`src/rtl/mem_stage_pkg.sv`:
```
// Shared definitions for the memory-access stage: funct3 width codes,
// FSM state encoding and small decode helpers used by mem_stage.
package mem_stage_pkg;

    localparam int XLEN_DEF = 32;

    localparam logic [2:0] F3_B  = 3'b000;
    localparam logic [2:0] F3_H  = 3'b001;
    localparam logic [2:0] F3_W  = 3'b010;
    localparam logic [2:0] F3_BU = 3'b100;
    localparam logic [2:0] F3_HU = 3'b101;

    typedef enum logic [1:0] {
        ST_IDLE = 2'd0,
        ST_REQ  = 2'd1,
        ST_WAIT = 2'd2,
        ST_RET  = 2'd3
    } state_t;

    // Encodings that must never reach the memory port.
    function automatic logic mem_illegal(input logic rd_op, input logic wr_op,
                                         input logic [2:0] f3);
        logic bad;
        bad = 1'b0;
        if (rd_op && wr_op)
            bad = 1'b1;
        else if (rd_op)
            bad = !(f3 == F3_B || f3 == F3_H || f3 == F3_W || f3 == F3_BU || f3 == F3_HU);
        else if (wr_op)
            bad = !(f3 == F3_B || f3 == F3_H || f3 == F3_W);
        return bad;
    endfunction

    // Half accesses need addr[0] clear, word accesses need addr[1:0] clear.
    function automatic logic mem_misaligned(input logic [2:0] f3, input logic [1:0] a);
        logic mis;
        case (f3)
            F3_H, F3_HU: mis = a[0];
            F3_W:        mis = (a != 2'b00);
            default:     mis = 1'b0;
        endcase
        return mis;
    endfunction

    // Low address bits with the offending bits dropped for the access width.
    function automatic logic [1:0] align_lo(input logic [2:0] f3, input logic [1:0] a);
        logic [1:0] lo;
        case (f3)
            F3_H, F3_HU: lo = {a[1], 1'b0};
            F3_W:        lo = 2'b00;
            default:     lo = a;
        endcase
        return lo;
    endfunction

endpackage

```
`src/rtl/mem_lane_align.sv`:
```
// Byte-lane steering for the data-memory port: builds byte enables and
// replicated store data, and extracts/extends the addressed load lane.
module mem_lane_align
    import mem_stage_pkg::*;
#(
    parameter int XLEN = XLEN_DEF
) (
    input  logic [2:0]      funct3,
    input  logic [1:0]      addr_lo,
    input  logic [XLEN-1:0] store_data,
    input  logic [XLEN-1:0] rdata,
    output logic [3:0]      be,
    output logic [XLEN-1:0] wdata,
    output logic [XLEN-1:0] load_data
);

    logic [7:0]  byte_sel;
    logic [15:0] half_sel;

    // Store side: enable the addressed lanes and replicate data across all lanes.
    always_comb begin
        be    = 4'b1111;
        wdata = store_data;
        case (funct3[1:0])
            2'b00: begin
                be    = 4'b0001 << addr_lo;
                wdata = {4{store_data[7:0]}};
            end
            2'b01: begin
                be    = addr_lo[1] ? 4'b1100 : 4'b0011;
                wdata = {2{store_data[15:0]}};
            end
            default: ;
        endcase
    end

    // Load side: pick the addressed byte/half and sign- or zero-extend it.
    always_comb begin
        case (addr_lo)
            2'd0:    byte_sel = rdata[7:0];
            2'd1:    byte_sel = rdata[15:8];
            2'd2:    byte_sel = rdata[23:16];
            default: byte_sel = rdata[31:24];
        endcase
        half_sel = addr_lo[1] ? rdata[31:16] : rdata[15:0];
        case (funct3)
            F3_B:    load_data = {{24{byte_sel[7]}}, byte_sel};
            F3_BU:   load_data = {24'd0, byte_sel};
            F3_H:    load_data = {{16{half_sel[15]}}, half_sel};
            F3_HU:   load_data = {16'd0, half_sel};
            default: load_data = rdata;
        endcase
    end

endmodule

```
`src/rtl/mem_stage.sv`:
```
// Memory-access stage between EXE and writeback. ALU results retire in one
// cycle; loads/stores run a req/gnt/rvalid handshake and stall EXE meanwhile.
// Optional build macro MEM_MISALIGN_TRAP_EN: misaligned half/word accesses
// retire immediately with mem_exc instead of being silently aligned.
module mem_stage
    import mem_stage_pkg::*;
#(
    parameter int XLEN   = XLEN_DEF,
    parameter int REG_AW = 5
) (
    input  logic              clk,
    input  logic              rst_n,
    input  logic              ex_valid,
    output logic              ex_ready,
    input  logic [XLEN-1:0]   ex_alu_result,
    input  logic [XLEN-1:0]   ex_store_data,
    input  logic              ex_mem_read,
    input  logic              ex_mem_write,
    input  logic [2:0]        ex_funct3,
    input  logic [REG_AW-1:0] ex_rd,
    input  logic              ex_reg_write,
    output logic              dmem_req,
    output logic              dmem_we,
    output logic [XLEN-1:0]   dmem_addr,
    output logic [3:0]        dmem_be,
    output logic [XLEN-1:0]   dmem_wdata,
    input  logic              dmem_gnt,
    input  logic              dmem_rvalid,
    input  logic [XLEN-1:0]   dmem_rdata,
    output logic              wb_valid,
    output logic              wb_reg_write,
    output logic [REG_AW-1:0] wb_rd,
    output logic [XLEN-1:0]   wb_data,
    output logic              mem_exc,
    output logic [XLEN-1:0]   mem_exc_addr
);

    state_t            state_q, state_d;
    logic [XLEN-1:0]   addr_q, addr_d;
    logic [XLEN-1:0]   sdata_q, sdata_d;
    logic [2:0]        funct3_q, funct3_d;
    logic [REG_AW-1:0] rd_q, rd_d;
    logic              reg_write_q, reg_write_d;
    logic              is_store_q, is_store_d;
    logic              wb_valid_q, wb_valid_d;
    logic              wb_reg_write_q, wb_reg_write_d;
    logic [REG_AW-1:0] wb_rd_q, wb_rd_d;
    logic [XLEN-1:0]   wb_data_q, wb_data_d;

    logic              ex_fire, ex_is_mem, ex_bad, ex_mis;
    logic [3:0]        lane_be;
    logic [XLEN-1:0]   lane_wdata, lane_load;

    assign ex_fire   = ex_valid && ex_ready;
    assign ex_is_mem = ex_mem_read || ex_mem_write;

`ifdef MEM_MISALIGN_TRAP_EN
    logic              mem_exc_q, mem_exc_d;
    logic [XLEN-1:0]   mem_exc_addr_q, mem_exc_addr_d;
    assign ex_mis       = !mem_illegal(ex_mem_read, ex_mem_write, ex_funct3) &&
                          mem_misaligned(ex_funct3, ex_alu_result[1:0]);
    assign mem_exc      = mem_exc_q;
    assign mem_exc_addr = mem_exc_addr_q;
`else
    assign ex_mis       = 1'b0;
    assign mem_exc      = 1'b0;
    assign mem_exc_addr = '0;
`endif

    assign ex_bad = mem_illegal(ex_mem_read, ex_mem_write, ex_funct3) || ex_mis;

    mem_lane_align #(.XLEN(XLEN)) u_lane (
        .funct3     (funct3_q),
        .addr_lo    (addr_q[1:0]),
        .store_data (sdata_q),
        .rdata      (dmem_rdata),
        .be         (lane_be),
        .wdata      (lane_wdata),
        .load_data  (lane_load)
    );

    // State register; reset abandons any access in flight.
    always_ff @(posedge clk or negedge rst_n) begin
        if (!rst_n) state_q <= ST_IDLE;
        else        state_q <= state_d;
    end

    // Next-state: only legal, aligned memory ops leave IDLE.
    always_comb begin
        state_d = state_q;
        case (state_q)
            ST_IDLE: if (ex_fire && ex_is_mem && !ex_bad) state_d = ST_REQ;
            ST_REQ:  if (dmem_gnt) state_d = is_store_q ? ST_RET : ST_WAIT;
            ST_WAIT: if (dmem_rvalid) state_d = ST_RET;
            ST_RET:  state_d = ST_IDLE;
            default: state_d = ST_IDLE;
        endcase
    end

    // Port outputs decoded from state; lanes are quiet outside REQ.
    always_comb begin
        ex_ready   = (state_q == ST_IDLE);
        dmem_req   = (state_q == ST_REQ);
        dmem_we    = dmem_req && is_store_q;
        dmem_be    = dmem_req ? lane_be : 4'b0000;
        dmem_wdata = dmem_req ? lane_wdata : '0;
    end

    assign dmem_addr    = {addr_q[XLEN-1:2], 2'b00};
    assign wb_valid     = wb_valid_q;
    assign wb_reg_write = wb_reg_write_q;
    assign wb_rd        = wb_rd_q;
    assign wb_data      = wb_data_q;

    // Access latches and the retire record.
    always_comb begin
        addr_d         = addr_q;
        sdata_d        = sdata_q;
        funct3_d       = funct3_q;
        rd_d           = rd_q;
        reg_write_d    = reg_write_q;
        is_store_d     = is_store_q;
        wb_valid_d     = 1'b0;
        wb_reg_write_d = wb_reg_write_q;
        wb_rd_d        = wb_rd_q;
        wb_data_d      = wb_data_q;
`ifdef MEM_MISALIGN_TRAP_EN
        mem_exc_d      = 1'b0;
        mem_exc_addr_d = mem_exc_addr_q;
`endif
        case (state_q)
            ST_IDLE: begin
                if (ex_fire) begin
                    if (ex_is_mem && !ex_bad) begin
                        addr_d      = {ex_alu_result[XLEN-1:2],
                                       align_lo(ex_funct3, ex_alu_result[1:0])};
                        sdata_d     = ex_store_data;
                        funct3_d    = ex_funct3;
                        rd_d        = ex_rd;
                        reg_write_d = ex_reg_write;
                        is_store_d  = ex_mem_write;
                    end else begin
                        // ALU result, or a memory op that is dropped without access.
                        wb_valid_d     = 1'b1;
                        wb_reg_write_d = ex_reg_write && !ex_is_mem;
                        wb_rd_d        = ex_rd;
                        wb_data_d      = ex_alu_result;
`ifdef MEM_MISALIGN_TRAP_EN
                        if (ex_mis) begin
                            mem_exc_d      = 1'b1;
                            mem_exc_addr_d = ex_alu_result;
                        end
`endif
                    end
                end
            end
            ST_REQ: begin
                if (dmem_gnt && is_store_q) begin
                    wb_valid_d     = 1'b1;
                    wb_reg_write_d = 1'b0;
                    wb_rd_d        = rd_q;
                    wb_data_d      = '0;
                end
            end
            ST_WAIT: begin
                if (dmem_rvalid) begin
                    wb_valid_d     = 1'b1;
                    wb_reg_write_d = reg_write_q;
                    wb_rd_d        = rd_q;
                    wb_data_d      = lane_load;
                end
            end
            default: ;
        endcase
    end

    // Datapath and retire registers.
    always_ff @(posedge clk or negedge rst_n) begin
        if (!rst_n) begin
            addr_q         <= '0;
            sdata_q        <= '0;
            funct3_q       <= 3'b000;
            rd_q           <= '0;
            reg_write_q    <= 1'b0;
            is_store_q     <= 1'b0;
            wb_valid_q     <= 1'b0;
            wb_reg_write_q <= 1'b0;
            wb_rd_q        <= '0;
            wb_data_q      <= '0;
`ifdef MEM_MISALIGN_TRAP_EN
            mem_exc_q      <= 1'b0;
            mem_exc_addr_q <= '0;
`endif
        end else begin
            addr_q         <= addr_d;
            sdata_q        <= sdata_d;
            funct3_q       <= funct3_d;
            rd_q           <= rd_d;
            reg_write_q    <= reg_write_d;
            is_store_q     <= is_store_d;
            wb_valid_q     <= wb_valid_d;
            wb_reg_write_q <= wb_reg_write_d;
            wb_rd_q        <= wb_rd_d;
            wb_data_q      <= wb_data_d;
`ifdef MEM_MISALIGN_TRAP_EN
            mem_exc_q      <= mem_exc_d;
            mem_exc_addr_q <= mem_exc_addr_d;
`endif
        end
    end

endmodule

```
`config.mk`:
```
export PLATFORM = sky130hd
export DESIGN_NAME = mem_stage
export DESIGN_NICKNAME = d
export VERILOG_FILES = /design/src/rtl/mem_stage_pkg.sv /design/src/rtl/mem_lane_align.sv /design/src/rtl/mem_stage.sv
export SDC_FILE = /design/constraint.sdc
export NUM_CORES = 1
export LEC_CHECK = 0
export CAP_MARGIN = 20
export CORE_MARGIN = 2
export CORE_UTILIZATION = 44
export DETAILED_ROUTE_END_ITERATION = 6
export HOLD_SLACK_MARGIN = 0.02
export PLACE_DENSITY_LB_ADDON = 0.08
export SYNTH_ARGS = -nofsm -noshare
export SYNTH_HDL_FRONTEND = slang
export SYNTH_SLANG_ARGS = --single-unit
```
`constraint.sdc`:
```
create_clock -name clk -period 2.4 [get_ports clk]
set_input_delay 0.48 -clock clk [delete_from_list [all_inputs] [get_ports clk]]
set_output_delay 0.48 -clock clk [all_outputs]
set_load 0.02 [all_outputs]
```
==> results of run 1 <==
==> registers in the layout, indices dropped and copies added (netlist names) <==
| signal | flops |
|---|---|
| is_store_q | 1 |
| wb_reg_write | 1 |
| wb_valid | 1 |
| funct3_q | 3 |
| rd_q | 5 |
| state_q | 2 |
| wb_data | 32 |
| reg_write_q | 1 |
| addr_q | 32 |
| wb_rd | 5 |
| sdata_q | 32 |
==> placed cells by master, fill, tap and decap left out, types with 3 or more instances in the layout <==
| cell type | count |
|---|---|
| bufinv_16 | 3 |
| a31oi_1 | 7 |
| buf_12 | 5 |
| dfrtp_1 | 113 |
| o41ai_1 | 5 |
| clkinv_2 | 4 |
| buf_4 | 31 |
| o211ai_1 | 7 |
| and3b_1 | 8 |
| ha_1 | 4 |
| o21ai_0 | 10 |
| clkbuf_2 | 29 |
| clkbuf_8 | 5 |
| inv_1 | 31 |
| nor2b_1 | 8 |
| and2_1 | 10 |
| nand2_1 | 20 |
| clkdlybuf4s50_1 | 180 |
| a21oi_1 | 27 |
| nand3_1 | 4 |
| clkbuf_16 | 17 |
| a21boi_0 | 8 |
| dlygate4sd2_1 | 9 |
| nor3_1 | 10 |
| conb_1 | 35 |
| nor2_1 | 35 |
| mux2_2 | 92 |
| mux2i_1 | 40 |
| a222oi_1 | 17 |
| nand2b_1 | 11 |
| a32oi_1 | 8 |
| nor3b_1 | 3 |
==> cells by family after synthesis <==
logic type                 Yosys count
adders and majority gates            4
xor gates and xnor gates             1
AOI/OAI and AO/OA                  107
muxes                              134
and+or+nand+nor                    117
DFF                                115
buffers and inverters              133
other                                1
==> through the flow <==
stage          std cells  power [W]  worst slack (ns)  utilization, %
2_1_floorplan        646   0.008411            0.1099               -
3_3_place_gp         982    0.01087          -0.03559           60.53
3_5_place_dp         982    0.01106           -0.1707           60.53
4_1_cts             1015    0.01362          0.008585           64.57
5_1_grt             1015    0.01434          0.006006           63.88
6_report            1015    0.01349            0.1237           63.88
==> power by group through the flow <==
stage                     registers, W  clock network [W]  logic, W
after floorplan                0.00366                  0   0.00476
after global placement         0.00346                  0   0.00741
after detailed placement       0.00350                  0   0.00755
after CTS                      0.00349            0.00269   0.00744
after global routing           0.00362            0.00279   0.00794
final                          0.00348            0.00264   0.00736
==> metal layers <==
| layer | GRT usage [%] | up-vias | routed length (um) |
|---|---|---|---|
| li1 | - | 2514 | - |
| met1 | 32.73 | 2647 | 8291 |
| met4 | 9.114 | 0 | 438 |
| met3 | 6.706 | 28 | 1493 |
| met2 | 36.87 | 227 | 8879 |
| met5 | 0 | - | 0 |
==> synthesized netlist by cell type, types with 3 or more instances <==
cell type  number
clkbuf_1       17
buf_2          14
a31oi_1         7
dfrtp_1       115
o41ai_1         6
nor2b_1         8
nand2b_1       11
a21oi_1        27
inv_1          31
nor3_1         10
nor2_1         36
o21ai_0        10
buf_4          68
and2_1         10
o211ai_1        7
and3b_1         8
mux2_2         92
nand3_1         4
mux2i_1        40
a222oi_1       17
ha_1            4
nand2_1        20
nor3b_1         3
a21boi_0        8
a32oi_1         8
==> worst paths after layout <==
path | end | cells past startpoint | slack, ns | start
setup / recovery | ex_ready | 3 | 0.12 | state_q[0]$_DFFE_PN0P_
hold reg to reg | addr_q[12]$_DFFE_PN0P_ | 1 | 0.50 | addr_q[12]$_DFFE_PN0P_
max in group asynchronous | wb_data[14]$_DFFE_PN0P_ | 3 | 1.21 | rst_n
setup reg to reg | wb_data[18]$_DFFE_PN0P_ | 5 | 0.15 | funct3_q[0]$_DFFE_PN0P_
min in group clk | addr_q[12]$_DFFE_PN0P_ | 1 | 0.50 | addr_q[12]$_DFFE_PN0P_
hold / removal | addr_q[26]$_DFFE_PN0P_ | 2 | 0.40 | rst_n
==> timing repair <==
| item | CTS | global route |
|---|---|---|
| endpoints found under the hold margin | 1 | 0 |
| resized for setup | 40 | 59 |
| endpoints found under the setup margin | 40 | 30 |
| hold buffers | 1 | 0 |
==> cell type report <==
cell class | instances | area, um^2
Timing Repair Buffer | 255 | 2369
Clock buffer | 23 | 498.0
Tap cell | 184 | 230.2
Fill cell | 1189 | 5270
Sequential cell | 115 | 2880
Clock inverter | 9 | 125.1
Multi-Input combinational cell | 398 | 3100
Inverter | 31 | 116.4
==> impl_results.md, run 1 <==
* Status: finished with violations
* Failing checks: design-rule violations
* Post-synthesis mux area share at ~22%
* Worst Path Arrival at about 1.8 ns
* Vert. Die Dim at about 130 um
* Final Hold Violating Endpoints at 0
* Via count at between 5,000 and 6,000
* Total core area at 14,590 um^2
* Critical Path, Cell by Cell: inv_1 -> ha_1 -> clkdlybuf4s50_1
* Unique cell type count in the Yosys netlist at just over 50
* CTS clk-pin slew, worst paths at about 0.050 ns
* Largest net degree at the start of global routing at 68
* Number of synthesis warnings at 0
* Worst vdd ir at ~0.80 mV
* Async SR Flop Fraction at between 90% and 100%
* CTS Sinks at about 120
* Largest family of logic cells by synthesized area: multiplexers
* Vias in the first global route at between 5,000 and 6,000
* Power Density at about 1400 nW/um^2
* Top cells by area, synth: dfrtp_1 (44%), mux2_2 (16%), buf_4 (7.7%), mux2i_1 (6.1%), a222oi_1 (2.6%)
* Vias/cell at about 5.3
* Routed wire per std cell at approximately 19 um
* Final Max Slew Viols at 0
* Layout cells sized above 1 at roughly a quarter
* Skew final at between 0.009 and 0.01 ns
* Adder-cell share of the synthesized area at less than 1%
* Pint at 0.008144 W
* FP Rows at 44
* HP Class: in -> async
* Post-CTS setup buffers at 0
* Antenna Nets Post-Route at 0
* Total GRT Usage at roughly 24%
* Worst EP required at 1.92 ns
* Crit Path Class: reg -> out
* Post-place instance area at between 8000 and 9000 um^2
* Post-Synth Simple-Gate Area at a little under a tenth
* Initial DRT Pass Iterations at 7
* Post-route cell area at a little over 9000 um^2
* FMAX at roughly 440 MHz
* GPL Wtd Cong at 0.8423
* Fin nets at 934
* Final Cycle Share at roughly 95%
* Worst-Margin Slew at between 0.7 and 0.8 ns
* Cell area after synthesis at around 6600 um^2
* Leak Pwr at between 4 and 5 nW
* Drt initial violations at just over 300
* RSZ-0062 raised after global routing: false
* Synth Area in Compound Gates at 12.16%
* Area growth from synthesis to layout at 41.11%
* EDFF count, synth at 0
* Antenna fix cells at 0
* MaxCap Viol Count at 0
* Clock root buffer: clkbuf_16
* Yosys top cell by area: dfrtp_1
* Worst Path Max Fanout at 6
* IO Count at roughly 260
* Synth Area in XOR/XNOR at less than 1%
* Slowest cell on crit path: clkdlybuf4s50_1
* Minimum clock period at about 2.3 ns
* CTS max path bufs at 2
* First-pass GRT wire length at 30.29 mm
* Num CTS Buffers at 17
* Buffers & Inverters on Critical Path at 2
* GRT overflow at 0
* Crit path max-delay family: buffers and inverters
* Synth Flop Type: dfrtp_1
* Slowest cell delay on critical path at around 0.63 ns
* DRC viols at 2
* Setup Viol. Count Final at 0
* Port bufs at 219
* Register area share after synthesis at 43.58%
* Sw power at between 0.005 and 0.006 W
* H-tree Lvls at 4
* Clock power share at 19.6%
* CTS tree: yes
* Kind of end point of the critical path: output pin
* #FFs+latches synth at about 120
* Syn_area_per_cell at about 11 um^2
* Die area at around 16,000 um^2
* Startpoint Class: flop
* Post-Syn Instances at between 600 and 700
* Hold_ws at between 0.3 and 0.4 ns
* Die width at between 100 and 150 um
* Share of the synthesized area in the top cell type at 43.58%
* Switching share of power at between 30% and 40%
* Starting Density at 45.27%
* Clock latency at the later pin of the worst-skew pair at 0.42 ns
* Setup TNS at 0 ns
* Drt total wl at roughly 19 mm
* Initial antenna violation count at 0
* Combinational share of power at between 50% and 60%
* Dpl hpwl at 14.43 mm
* Slew headroom at slightly below 50%
* Seq pwr share at between 20% and 30%
(Power assumes the default switching activity.)
==> inputs of run 2 (changes only) <==
GPL_TIMING_DRIVEN = 0   (was not set)
==> impl_results.md, run 2 (synthesis results as in run 1) <==
* Worst-Margin Slew at 0.7042 ns (-0.05084 ns)
* Largest net degree at the start of global routing at 59 (-13%)
* Initial antenna violation count at 0 (unchanged)
* Total GRT Usage at 26.28% (+2.2 points)
* CTS clk-pin slew, worst paths at 0.05 ns (about the same)
* Setup Viol. Count Final at 0 (unchanged)
* Worst EP required at 1.92 ns (about the same)
* DRC viols at 3 (+1)
* Skew final at 0.004810 ns (-0.004322 ns)
* Status: finished with violations
* Drt total wl at 21.25 mm (+11%)
* Via count at 5,847 (+8.0%)
* Most common cell after layout, fill and taps aside: clkdlybuf4s50_1
* Seq pwr share at 23.1% (-2.7 points)
* FMAX at 424.1 MHz (-3.5%)
* HP Class: in -> async
* Final Max Slew Viols at 0 (unchanged)
* GPL Wtd Cong at 0.9267 (+10%)
* Final Cycle Share at 98.25% (+3.4 points)
* Finished Core Util at 70.56% (+6.7 points)
* Antenna fix cells at 0 (unchanged)
* Hold_ws at 0.04029 ns (-0.3582 ns)
* Fin nets at 1,019 (+9.1%)
* Die area at 16,000 um^2 (unchanged)
* Reg2reg start: state_q[1]$_DFFE_PN0P_
* Drt initial violations at 331 (+7.5%)
* Worst Path Max Fanout at 10 (+4)
* Worst Path Arrival at 1.88 ns (+0.08 ns)
* Crit Path Class: reg -> out
* H-tree Lvls at 4 (unchanged)
* CTS max path bufs at 2 (unchanged)
* Combinational share of power at 57.8% (+3.2 points)
* Clock root buffer: clkbuf_16
* Placed cell count at 1,050 (+6.9%)
* Met1 Usage GRT at 34.10% (+1.4 points)
* Vert. Die Dim at 126.5 um (unchanged)
* Clock latency at the later pin of the worst-skew pair at 0.42 ns (about the same)
* Fillers at 1,126 (-5.3%)
* Routed wire per std cell at 19.32 um (+2.7%)
* Vias/cell at 5.315 (-0.38%)
* Antenna Nets Post-Route at 0 (unchanged)
* Sw power at 0.005975 W (+12%)
* CTS Hold Bufs at 0 (-1)
* RSZ-0062 raised after global routing: true
* Area growth from synthesis to layout at 55.87%
* Post-place instance area at 9183 um^2 (+4.0%)
* FF-to-FF path depth at 8 (+3)
* Num CTS Buffers at 17 (unchanged)
* Slew headroom at 51.84% (+2.2 points)
* Met3 Use GR at 7.212% (+0.51 points)
* Leak Pwr at 4.672 nW (+12%)
* Most frequent cells in the layout: clkdlybuf4s50_1 (181), dfrtp_1 (113), buf_4 (97)
* IO Count at 255 (unchanged)
* Failing checks: design-rule violations
* Switching share of power at 39.35% (-0.28 points)
* Layout cells sized above 1 at 34.39% (+10 points)
* Starting Density at 45.27% (unchanged)
* FF-to-FF setup slack at 0.08 ns (-0.07 ns)
* Minimum clock period at 2.358 ns (+0.08180 ns)
* CTS Sinks at 115 (unchanged)
* Initial DRT Pass Iterations at 7 (unchanged)
* Clock power share at 19.1% (-0.5 points)
* Final Hold Violating Endpoints at 0 (unchanged)
* Pint at 0.009207 W (+13%)
* Layer carrying the most global-route usage: met2
* Vias in the first global route at 6,054 (+9.2%)
* Total core area at 14,590 um^2 (unchanged)
* Kind of end point of the critical path: output pin
* Worst vdd ir at 0.7409 mV (-7.4%)
* Power Density at 1475 nW/um^2 (+1.9%)
* Worst reg2reg path endpoint: addr_q[27]$_DFFE_PN0P_
* Dpl hpwl at 15.74 mm (+9.1%)
* First-pass GRT wire length at 32.79 mm (+8.2%)
* GR Util met2 at 42.75% (+5.9 points)
* CTS tree: yes
* FP Rows at 44 (unchanged)
* Port bufs at 219 (unchanged)
* GRT overflow at 0 (unchanged)
* MaxCap Viol Count at 0 (unchanged)
* Post-route cell area at 10,290 um^2 (+10%)
* Die width at 126.5 um (unchanged)
* Startpoint Class: flop
* Post-route insts no fill at 1,100 (+8.4%)
* Setup TNS at 0 ns (unchanged)
==> run 2: cell types whose count changed in the layout (fill, tap and decap cells not counted), moves of 5 or more <==
| cell | before | now |
|---|---|---|
| buf_12 | 5 | 0 |
| nor2_1 | 35 | 22 |
| nor2_4 | 0 | 11 |
| a21oi_2 | 0 | 9 |
| buf_4 | 31 | 97 |
| clkbuf_4 | 0 | 5 |
| clkbuf_2 | 29 | 5 |
| buf_6 | 0 | 21 |
| buf_2 | 0 | 15 |
| a21oi_1 | 27 | 16 |
==> run 2: power by group through the flow <==
stage | logic (W) | registers (W) | clock network (W)
after CTS | 0.00826 | 0.00348 | 0.00294
after global routing | 0.00934 | 0.00363 | 0.00304
after global placement | 0.00765 | 0.00344 | 0
final | 0.00877 | 0.00351 | 0.00290
after floorplan | 0.00476 | 0.00366 | 0
after detailed placement | 0.00785 | 0.00348 | 0
==> run 2: final cells by class <==
type | count | area, um^2 | share of cell area, %
Clock buffer | 19 | 452.9 | 4.400
Tap cell | 184 | 230.2 | 2.237
Buffer | 98 | 723.2 | 7.026
Sequential cell | 115 | 2880 | 27.98
Clock inverter | 13 | 230.2 | 2.237
Timing Repair Buffer | 242 | 2362 | 22.95
Multi-Input combinational cell | 398 | 3294 | 32.00
Inverter | 31 | 120.1 | 1.167
==> run 2: how the worst max path moves through the flow <==
stage	startpoint	end	cells after the start
after floorplan	state_q[1]$_DFFE_PN0P_	dmem_wdata[14]	7
after global placement	rst_n	wb_rd[0]$_DFFE_PN0P_	1
after detailed placement	state_q[1]$_DFFE_PN0P_	dmem_wdata[31]	8
after CTS	state_q[1]$_DFFE_PN0P_	dmem_be[3]	8
after global routing	funct3_q[1]$_DFFE_PN0P_	dmem_wdata[30]	7
final	funct3_q[1]$_DFFE_PN0P_	dmem_wdata[30]	7
==> run 2: repair_timing <==
item	in CTS	in global routing
setup endpoints to repair	83	83
setup buffers	13	8
gates resized for setup	199	67
pin swaps	3	9
cloned	3	0
==> run 2: metal layers <==
layer | routed length [um] | part of all wire, % | vias to the layer above
li1 | - | - | 2687
met1 | 8474 | 40 | 2833
met2 | 10340 | 49 | 294
met3 | 2001 | 9.4 | 33
met4 | 435 | 2.0 | 0
met5 | 0 | 0 | -
==> run 2: critical path, stage by stage, from the launching register on <==
cell and delay (ns):
dfrtp_1 0.33, clkbuf_4 0.22, buf_4 0.21, buf_6 0.20, nor2_1 0.07, a21oi_1 0.23, nor2_4 0.07, buf_6 0.13
==> run 2: stage by stage <==
stage | total power, W | worst slack [ns]
after floorplan | 0.008411 | 0.1099
after global placement | 0.01109 | -3.649
after detailed placement | 0.01133 | -0.7549
after CTS | 0.01467 | -0.1008
after global routing | 0.01601 | -0.04892
final | 0.01518 | 0.04192
==> RTL edit, RTL diff (settings of run 1) <==
The parameter `REG_AW` goes from 5 to 4.
--- a/src/rtl/mem_stage.sv
+++ b/src/rtl/mem_stage.sv
@@ -6,7 +6,7 @@
     import mem_stage_pkg::*;
 #(
     parameter int XLEN   = XLEN_DEF,
-    parameter int REG_AW = 5
+    parameter int REG_AW = 4
 ) (
     input  logic              clk,
     input  logic              rst_n,
Interface: changed (resized ex_rd and wb_rd); port bits go from 255 to 253. No check against the original RTL was run, so the function may have changed too.
==> RTL edit against run 1 <==
Count of clock-buffer cells in the layout decreased by 2. Sequential cell count decreased by 2. Synthesized cell count increased by 3.4%. Wire length decreased by 3.5%. Largest cell class unchanged. Setup slack got worse by 58 ps. Power increased by 0.17%. Sequential power increased by 1%. Final area decreased by 1.6%. First-iteration DRC count decreased by 14%. Area after synthesis decreased by 3.1%.
==> RTL edit: results <==
group,metric,value,unit
drt,wl_met3,1.31,mm
drt,avgViaCountPerCell,5.19,
finish,num-nets-final,948,
placed_design,placed_area,8570,um^2
finish,design.seq.count,113,
placed_design,dpl.hpwl,13.7,mm
drt,post_drt_wl_per_cell,17.9,um
clocking,post_cts_buffers,2,
drt,wl_met2,9.01,mm
worst_setup_path,crit_arrival,1850,ps
finish,final.fill_count,1188,
synthesis,synth_area_per_cell,10.1,um^2
finish,multi_input_cells,431,
global_routing,grt_max_degree,53,
worst_setup_path,slowest_delay,410,ps
drt,drt-initial-drc-count,265,
power_and_ir_drop,comb_power_share,55.6,%
synthesis,synth-seq-area-share,44.2,%
power_and_ir_drop,leakage,4.10,nW
worst_setup_path,reg2reg_slack,280,ps
worst_setup_path,worst_path_max_delay_cell,"dfrtp_1",
finish,final_util,63.8,%
finish,seq_share,30.9,%
global_routing,grt_pass1_wl,28.8,mm
global_routing,grt_pass1_vias,5392,
placed_design,io_buffer_count,217,
synthesis,synth_cell_type_count,49,
finish,nNonClkBuffers,253,
timing,finalWorstSetupSlack,65.9,ps
run_status,outcome,"finished clean",
worst_setup_path,crit_fanout,18,
==> RTL edit: kinds of logic after synthesis <==
family	count (synthesis)	share of synthesized area (%)
adder cells (fa/ha/maj)	4	0.782
XOR/XNOR	1	0.137
multiplexers	95	16.7
AO/OA/AOI/OAI	157	15.4
flip-flops	113	44.2
buffers and inverters	124	12.1
AND/OR/NAND/NOR	138	10.7
other	1	0.0586
==> RTL edit: worst register-to-register path, stage by stage (launching register included) <==
cell	delay (ps)
dfrtp_1	390
inv_1	110
ha_4	200
buf_4	140
a21boi_0	140
nor3_1	400
a31o_2	250
buf_12	180
nor2_1	70
a31oi_1	150
==> RTL edit: final timing paths <==
check,from,cells after the start,to
min in group clk,wb_rd[1]$_DFFE_PN0P_,2,wb_rd[1]$_DFFE_PN0P_
max in group asynchronous,rst_n,2,funct3_q[1]$_DFFE_PN0P_
worst min-delay path,rst_n,1,addr_q[28]$_DFFE_PN0P_
worst max register to register,state_q[1]$_DFFE_PN0P_,9,wb_data[5]$_DFFE_PN0P_
worst max-delay path,state_q[1]$_DFFE_PN0P_,5,dmem_wdata[10]
worst min register to register,wb_rd[1]$_DFFE_PN0P_,2,wb_rd[1]$_DFFE_PN0P_
==> RTL edit: per-layer routing <==
| metal | vias up | GRT usage [%] |
|---|---|---|
| met5 | - | 0 |
| met4 | 0 | 8.99 |
| met3 | 31 | 6.96 |
| met2 | 225 | 39.2 |
| met1 | 2572 | 29.2 |
| li1 | 2519 | - |
==> RTL edit: power groups by stage <==
stage | sequential [mW] | combinational (mW) | clock (mW)
6_report | 3.52 | 7.51 | 2.48
4_1_cts | 3.52 | 7.51 | 2.52
3_3_place_gp | 3.49 | 7.46 | 0
5_1_grt | 3.65 | 8.12 | 2.60
2_1_floorplan | 3.70 | 4.56 | 0
3_5_place_dp | 3.55 | 7.57 | 0
